$ cat src/rtl/ot_pack_stream.sv
// Packs a configured-length stream of IN_BYTES-wide beats little-endian into OUT_BYTES-wide
// words, queues them and pushes them downstream with byte strobes and a final-word flag.
module ot_pack_stream #(
  parameter int unsigned IN_BYTES  = 1,
  parameter int unsigned OUT_BYTES = 8,
  parameter int unsigned LEN_W     = 20,
  parameter int unsigned OQ_DEPTH  = 2
) (
  input  logic                   clk,
  input  logic                   reset,
  input  logic                   start,
  input  logic [LEN_W-1:0]       cfg_total_bytes,
  output logic                   busy,
  output logic                   done,
  input  logic                   valid_in,
  output logic                   ready_in,
  input  logic [8*IN_BYTES-1:0]  data_in,
  input  logic                   fifo_full_n,
  output logic                   fifo_write,
  output logic [8*OUT_BYTES-1:0] fifo_data,
  output logic [OUT_BYTES-1:0]   fifo_strb,
  output logic                   fifo_last
);

  localparam int unsigned DW     = 8 * OUT_BYTES;
  localparam int unsigned LANE_W = $clog2(OUT_BYTES + 1);
  localparam int unsigned PTR_W  = (OQ_DEPTH > 1) ? $clog2(OQ_DEPTH) : 1;
  localparam int unsigned QCNT_W = $clog2(OQ_DEPTH + 1);

  typedef enum logic [1:0] {StIdle, StRun, StDrain} state_e;

  state_e              state_q, state_d;
  logic [LEN_W-1:0]    len_q, len_d, cnt_q, cnt_d;
  logic [LANE_W-1:0]   lane_q, lane_d;
  logic [DW-1:0]       acc_q, acc_d;
  logic [DW-1:0]       q_data_q [OQ_DEPTH];
  logic [DW-1:0]       q_data_d [OQ_DEPTH];
  logic [OUT_BYTES-1:0] q_strb_q [OQ_DEPTH];
  logic [OUT_BYTES-1:0] q_strb_d [OQ_DEPTH];
  logic [OQ_DEPTH-1:0] q_last_q, q_last_d;
  logic [PTR_W-1:0]    rd_q, rd_d, wr_q, wr_d;
  logic [QCNT_W-1:0]   q_count_q, q_count_d;

  logic                 accept, push, pop, word_full, word_last;
  logic [LANE_W-1:0]    lane_nxt;
  logic [LEN_W-1:0]     cnt_nxt;
  logic [DW-1:0]        acc_new;
  logic [OUT_BYTES-1:0] strb_new;

  always_comb begin
    ready_in  = (state_q == StRun) && (q_count_q < QCNT_W'(OQ_DEPTH));
    accept    = valid_in && ready_in;
    lane_nxt  = lane_q + LANE_W'(IN_BYTES);
    cnt_nxt   = cnt_q + LEN_W'(IN_BYTES);
    word_full = (lane_nxt == LANE_W'(OUT_BYTES));
    word_last = (cnt_nxt == len_q);
    push      = accept && (word_full || word_last);
    pop       = (q_count_q != '0) && fifo_full_n;
    // Unfilled lanes are already zero because the accumulator is cleared after every push.
    acc_new   = acc_q;
    acc_new[int'(lane_q) * 8 +: 8 * IN_BYTES] = data_in;
    for (int i = 0; i < OUT_BYTES; i++) begin
      strb_new[i] = (i < int'(lane_nxt));
    end
  end

  always_comb begin
    state_d   = state_q;
    len_d     = len_q;
    cnt_d     = cnt_q;
    lane_d    = lane_q;
    acc_d     = acc_q;
    q_data_d  = q_data_q;
    q_strb_d  = q_strb_q;
    q_last_d  = q_last_q;
    rd_d      = rd_q;
    wr_d      = wr_q;
    q_count_d = q_count_q;

    unique case (state_q)
      StIdle: begin
        if (start && (cfg_total_bytes != '0)) begin
          len_d   = cfg_total_bytes;
          cnt_d   = '0;
          lane_d  = '0;
          acc_d   = '0;
          state_d = StRun;
        end
      end
      StRun: begin
        if (accept) begin
          cnt_d = cnt_nxt;
          if (push) begin
            acc_d  = '0;
            lane_d = '0;
          end else begin
            acc_d  = acc_new;
            lane_d = lane_nxt;
          end
          if (word_last) state_d = StDrain;
        end
      end
      StDrain: begin
        if (q_count_q == '0) state_d = StIdle;
      end
      default: state_d = StIdle;
    endcase

    if (push) begin
      q_data_d[wr_q] = acc_new;
      q_strb_d[wr_q] = strb_new;
      q_last_d[wr_q] = word_last;
      wr_d = (wr_q == PTR_W'(OQ_DEPTH - 1)) ? '0 : wr_q + PTR_W'(1);
    end
    if (pop) begin
      rd_d = (rd_q == PTR_W'(OQ_DEPTH - 1)) ? '0 : rd_q + PTR_W'(1);
    end
    if (push && !pop) begin
      q_count_d = q_count_q + QCNT_W'(1);
    end else if (pop && !push) begin
      q_count_d = q_count_q - QCNT_W'(1);
    end
  end

  always_comb begin
    busy       = (state_q != StIdle);
    done       = (state_q == StDrain) && (q_count_q == '0);
    fifo_write = pop;
    fifo_data  = '0;
    fifo_strb  = '0;
    fifo_last  = 1'b0;
    if (q_count_q != '0) begin
      fifo_data = q_data_q[rd_q];
      fifo_strb = q_strb_q[rd_q];
      fifo_last = q_last_q[rd_q];
    end
  end

  always_ff @(posedge clk) begin
    if (reset) begin
      state_q   <= StIdle;
      len_q     <= '0;
      cnt_q     <= '0;
      lane_q    <= '0;
      acc_q     <= '0;
      q_last_q  <= '0;
      rd_q      <= '0;
      wr_q      <= '0;
      q_count_q <= '0;
      for (int i = 0; i < OQ_DEPTH; i++) begin
        q_data_q[i] <= '0;
        q_strb_q[i] <= '0;
      end
    end else begin
      state_q   <= state_d;
      len_q     <= len_d;
      cnt_q     <= cnt_d;
      lane_q    <= lane_d;
      acc_q     <= acc_d;
      q_last_q  <= q_last_d;
      rd_q      <= rd_d;
      wr_q      <= wr_d;
      q_count_q <= q_count_d;
      for (int i = 0; i < OQ_DEPTH; i++) begin
        q_data_q[i] <= q_data_d[i];
        q_strb_q[i] <= q_strb_d[i];
      end
    end
  end

endmodule
$ cat config.mk
export PLATFORM = sky130hd
export DESIGN_NAME = ot_pack_stream
export DESIGN_NICKNAME = d
export VERILOG_FILES = /design/src/rtl/ot_pack_stream.sv
export SDC_FILE = /design/constraint.sdc
export NUM_CORES = 1
export LEC_CHECK = 0
export CAP_MARGIN = 15
export CORE_ASPECT_RATIO = 0.7
export CORE_UTILIZATION = 60
export CTS_BUF_LIST = sky130_fd_sc_hd__clkbuf_2 sky130_fd_sc_hd__clkbuf_4 sky130_fd_sc_hd__clkbuf_8
export CTS_CLUSTER_SIZE = 8
export DETAILED_ROUTE_END_ITERATION = 12
export GPL_TIMING_DRIVEN = 0
export PLACE_DENSITY = 0.87
export SLEW_MARGIN = 20
export SYNTH_ARGS = -nofsm -noshare
export SYNTH_HDL_FRONTEND = slang
export SYNTH_SLANG_ARGS = --single-unit
$ cat constraint.sdc
create_clock -name clk -period 3.4 [get_ports clk]
set_clock_uncertainty 0.05 [all_clocks]
set_input_delay 0.51 -clock clk [delete_from_list [all_inputs] [get_ports clk]]
set_output_delay 0.51 -clock clk [all_outputs]
set_load 0.005 [all_outputs]
==> reports/qor.yml <==
drcViolationCount: 0
maxCapViolations: 0
portBuffers: 100
area_delta_synth_final_pct: 19.8
cts_hold_buf: 0
power_density_nw_per_um2: 430
finalSetupViolCount: 0
drive_gt1_frac: 0.136
dieArea_um2: 20700
worst-endpoint-arrival_ps: 2800
rsz0062_at_grt: "false"
seqPwrFrac: 0.499
via_per_inst: 6.45
num-nets-final: 1600
routedWlPerCell_um: 21.1
fin_setup_tns_ps: 0
p_clk_frac: 0.399
synth_area_um2: 12100
hpwl_um: 26900
first_global_vias: 11000
swShare: 0.268
cts_root_buffer: "clkbuf_8"
clk_pin_slew_ps: 60
p_leak_nw: 4.84
synth-edff-count: 0
rrSetupSlack_ps: 100
syn_inst: 1405
pin_count: 110
postRouteAntennaNets: 0
multiInputGateArea_um2: 6480
worstMarginPinSlew_ps: 953
slew_violations: 0
clk_path_buf_depth: 3
die_h_um: 121
period_share: 0.987
finalPower_mw: 6.22
fillCellCount: 1414
antenna_found_initial: 0
grt_max_degree: 11
power_frac_comb: 0.101
ys_types: 68
outcome: "complete, no violations"
p_int_mw: 4.55
routed_wl_um: 38800
path_class: "reg2out"
yosysSeqAreaShare: 0.431
tritoncts: "yes"
htreeDepth: 2
die_w_um: 172
synth_xor_area_frac: 0.0218
slew-limit-headroom: 0.365
yosys.area_share.adder: 0.00829
rr_worst_depth: 10
overflow: 0
worstSetupEndpointType: "output port"
hold_class: "reg2reg"
drt_iter0_markers: 1241
register_area_um2: 5220
core_um2: 19300
diodes: 0
insertion_delay_ps: 560
hold_violations: 0
start_util: 0.626
crit_path_max_fanout: 10
syn_nets: 1446
crit_required_ps: 2840
yosys_warnings: 0
post_synth.cell_area_avg_um2: 8.59
grt_first_pass_wirelength_um: 59300
synthMuxAreaShare: 0.113
ys_seq_elements: 260
ir_worst_vdd_uv: 303
async_flop_share: 0
period_minus_slack_ps: 3360
grt.total_usage: 0.373
rows: 42
critPathLaunchType: "flip-flop"
firstDrtPassIters: 6
ys.flop_type: "dfxtp_1"
timing.fmax_mhz: 298
cts_sinks: 260
synth-simple-area-share: 0.190
cts_buffers: 40
p_switching_mw: 1.67
synth_top_family_by_area: "simple AND/OR/NAND/NOR gates"
synth_compound_area_frac: 0.188
hold_path_depth: 2
gp_congestion: 0.990
dr_total_vias: 11900
==> cells in the final DEF (no fill, tap or decap), types with 19 or more instances in the layout <==
cell type / n
a211oi_1: 47
a21oi_1: 54
a31o_2: 43
a32o_1: 24
and3_1: 19
buf_2: 25
buf_4: 23
clkbuf_1: 55
clkbuf_8: 45
clkdlybuf4s50_1: 100
dfxtp_1: 254
mux2i_1: 134
nand2_1: 125
nand3_1: 36
nor2_1: 228
nor3_1: 37
o21ai_0: 68
==> repair_timing <==
action	4_1_cts	5_1_grt
resized for setup	35	37
gates cloned	0	0
setup endpoints to repair	279	220
setup buffers	8	8
pin swaps	5	8
==> through the flow <==
step | worst slack [ps] | std cells | instance area (um2) | utilization | hold WS, ps
floorplan | 255 | 1405 | 12100 | - | 375
global placement | -573 | 1769 | 13400 | 0.695 | 384
detailed placement | -653 | 1769 | 13400 | 0.695 | 392
CTS | 18.3 | 1832 | 14300 | 0.742 | 402
global route | 0.390 | 1838 | 14500 | 0.750 | 423
finish | 43.9 | 1838 | 14500 | 0.750 | 403
==> power groups by stage <==
stage          registers, mW  clock network (mW)  logic [mW]
2_1_floorplan           3.16                   0       0.370
6_report                3.10                2.48       0.629
3_3_place_gp            3.16                   0       0.563
5_1_grt                 3.10                2.61       0.661
4_1_cts                 3.10                2.46       0.595
3_5_place_dp            3.17                   0       0.577
==> sequential cells by signal, summed over array words and instances (netlist names) <==
| signal | count |
|---|---|
| len_q | 20 |
| rd_q | 1 |
| q_last_q | 2 |
| q_strb_q | 16 |
| q_count_q | 2 |
| q_data_q | 128 |
| cnt_q | 20 |
| lane_q | 4 |
| wr_q | 1 |
| acc_q | 64 |
| state_q | 2 |
==> routing by layer <==
metal | wire length [um] | share of wire | global-route usage | vias up
met4 | 1020 | 0.026 | 0.126 | 0
li1 | - | - | - | 5321
met1 | 16200 | 0.42 | 0.525 | 5655
met3 | 5630 | 0.15 | 0.126 | 94
met5 | 0 | 0 | 0 | -
met2 | 16000 | 0.41 | 0.527 | 791
==> cells by family (layout without fill, tap and decap cells) <==
kind of cell | after synthesis | count (layout)
simple gates | 513 | 513
buf+inv | 137 | 306
fa+ha+maj | 8 | 8
flops | 260 | 260
compound gates | 321 | 321
mux | 136 | 136
xor+xnor | 30 | 30
==> critical path: stages (launching register included) <==
cell and delay, ps:
dfxtp_1 330, clkbuf_2 370, buf_1 710, mux2i_1 160, nor2_1 150, clkdlybuf4s50_1 520
==> path summary, 6_finish.rpt <==
kind	start	endpoint
min reg2reg	acc_q[4]	acc_q[4]
max	rd_q	fifo_data[31]
max reg2reg	cnt_q[10]	acc_q[19]
min	acc_q[4]	acc_q[4]
==> area by class of cell <==
class,count,area share
buffer,122,0.0388
clock buffer,54,0.0475
clock inverter,3,0.00138
inverter,11,0.00286
multi-input combinational,1008,0.448
sequential,260,0.361
tap,264,0.0228
timing repair buffer,116,0.0775
==> cells in the mapped netlist (all sizes together) (17+ instances only) <==
cell type / instances / area, um2
dfxtp: 260 / 5200
a211oi: 48 / 365
nor2: 230 / 873
nor3: 41 / 221
xnor2: 17 / 149
o31ai: 21 / 158
a22o: 17 / 149
a32o: 24 / 240
o21ai: 78 / 394
clkbuf: 79 / 298
mux2i: 134 / 1340
nand3: 38 / 195
a21oi: 54 / 270
and3: 19 / 119
nand2: 125 / 469
a31o: 43 / 377
buf: 47 / 235
nor4: 20 / 131
Note: power is estimated with default switching activity, not from simulation.
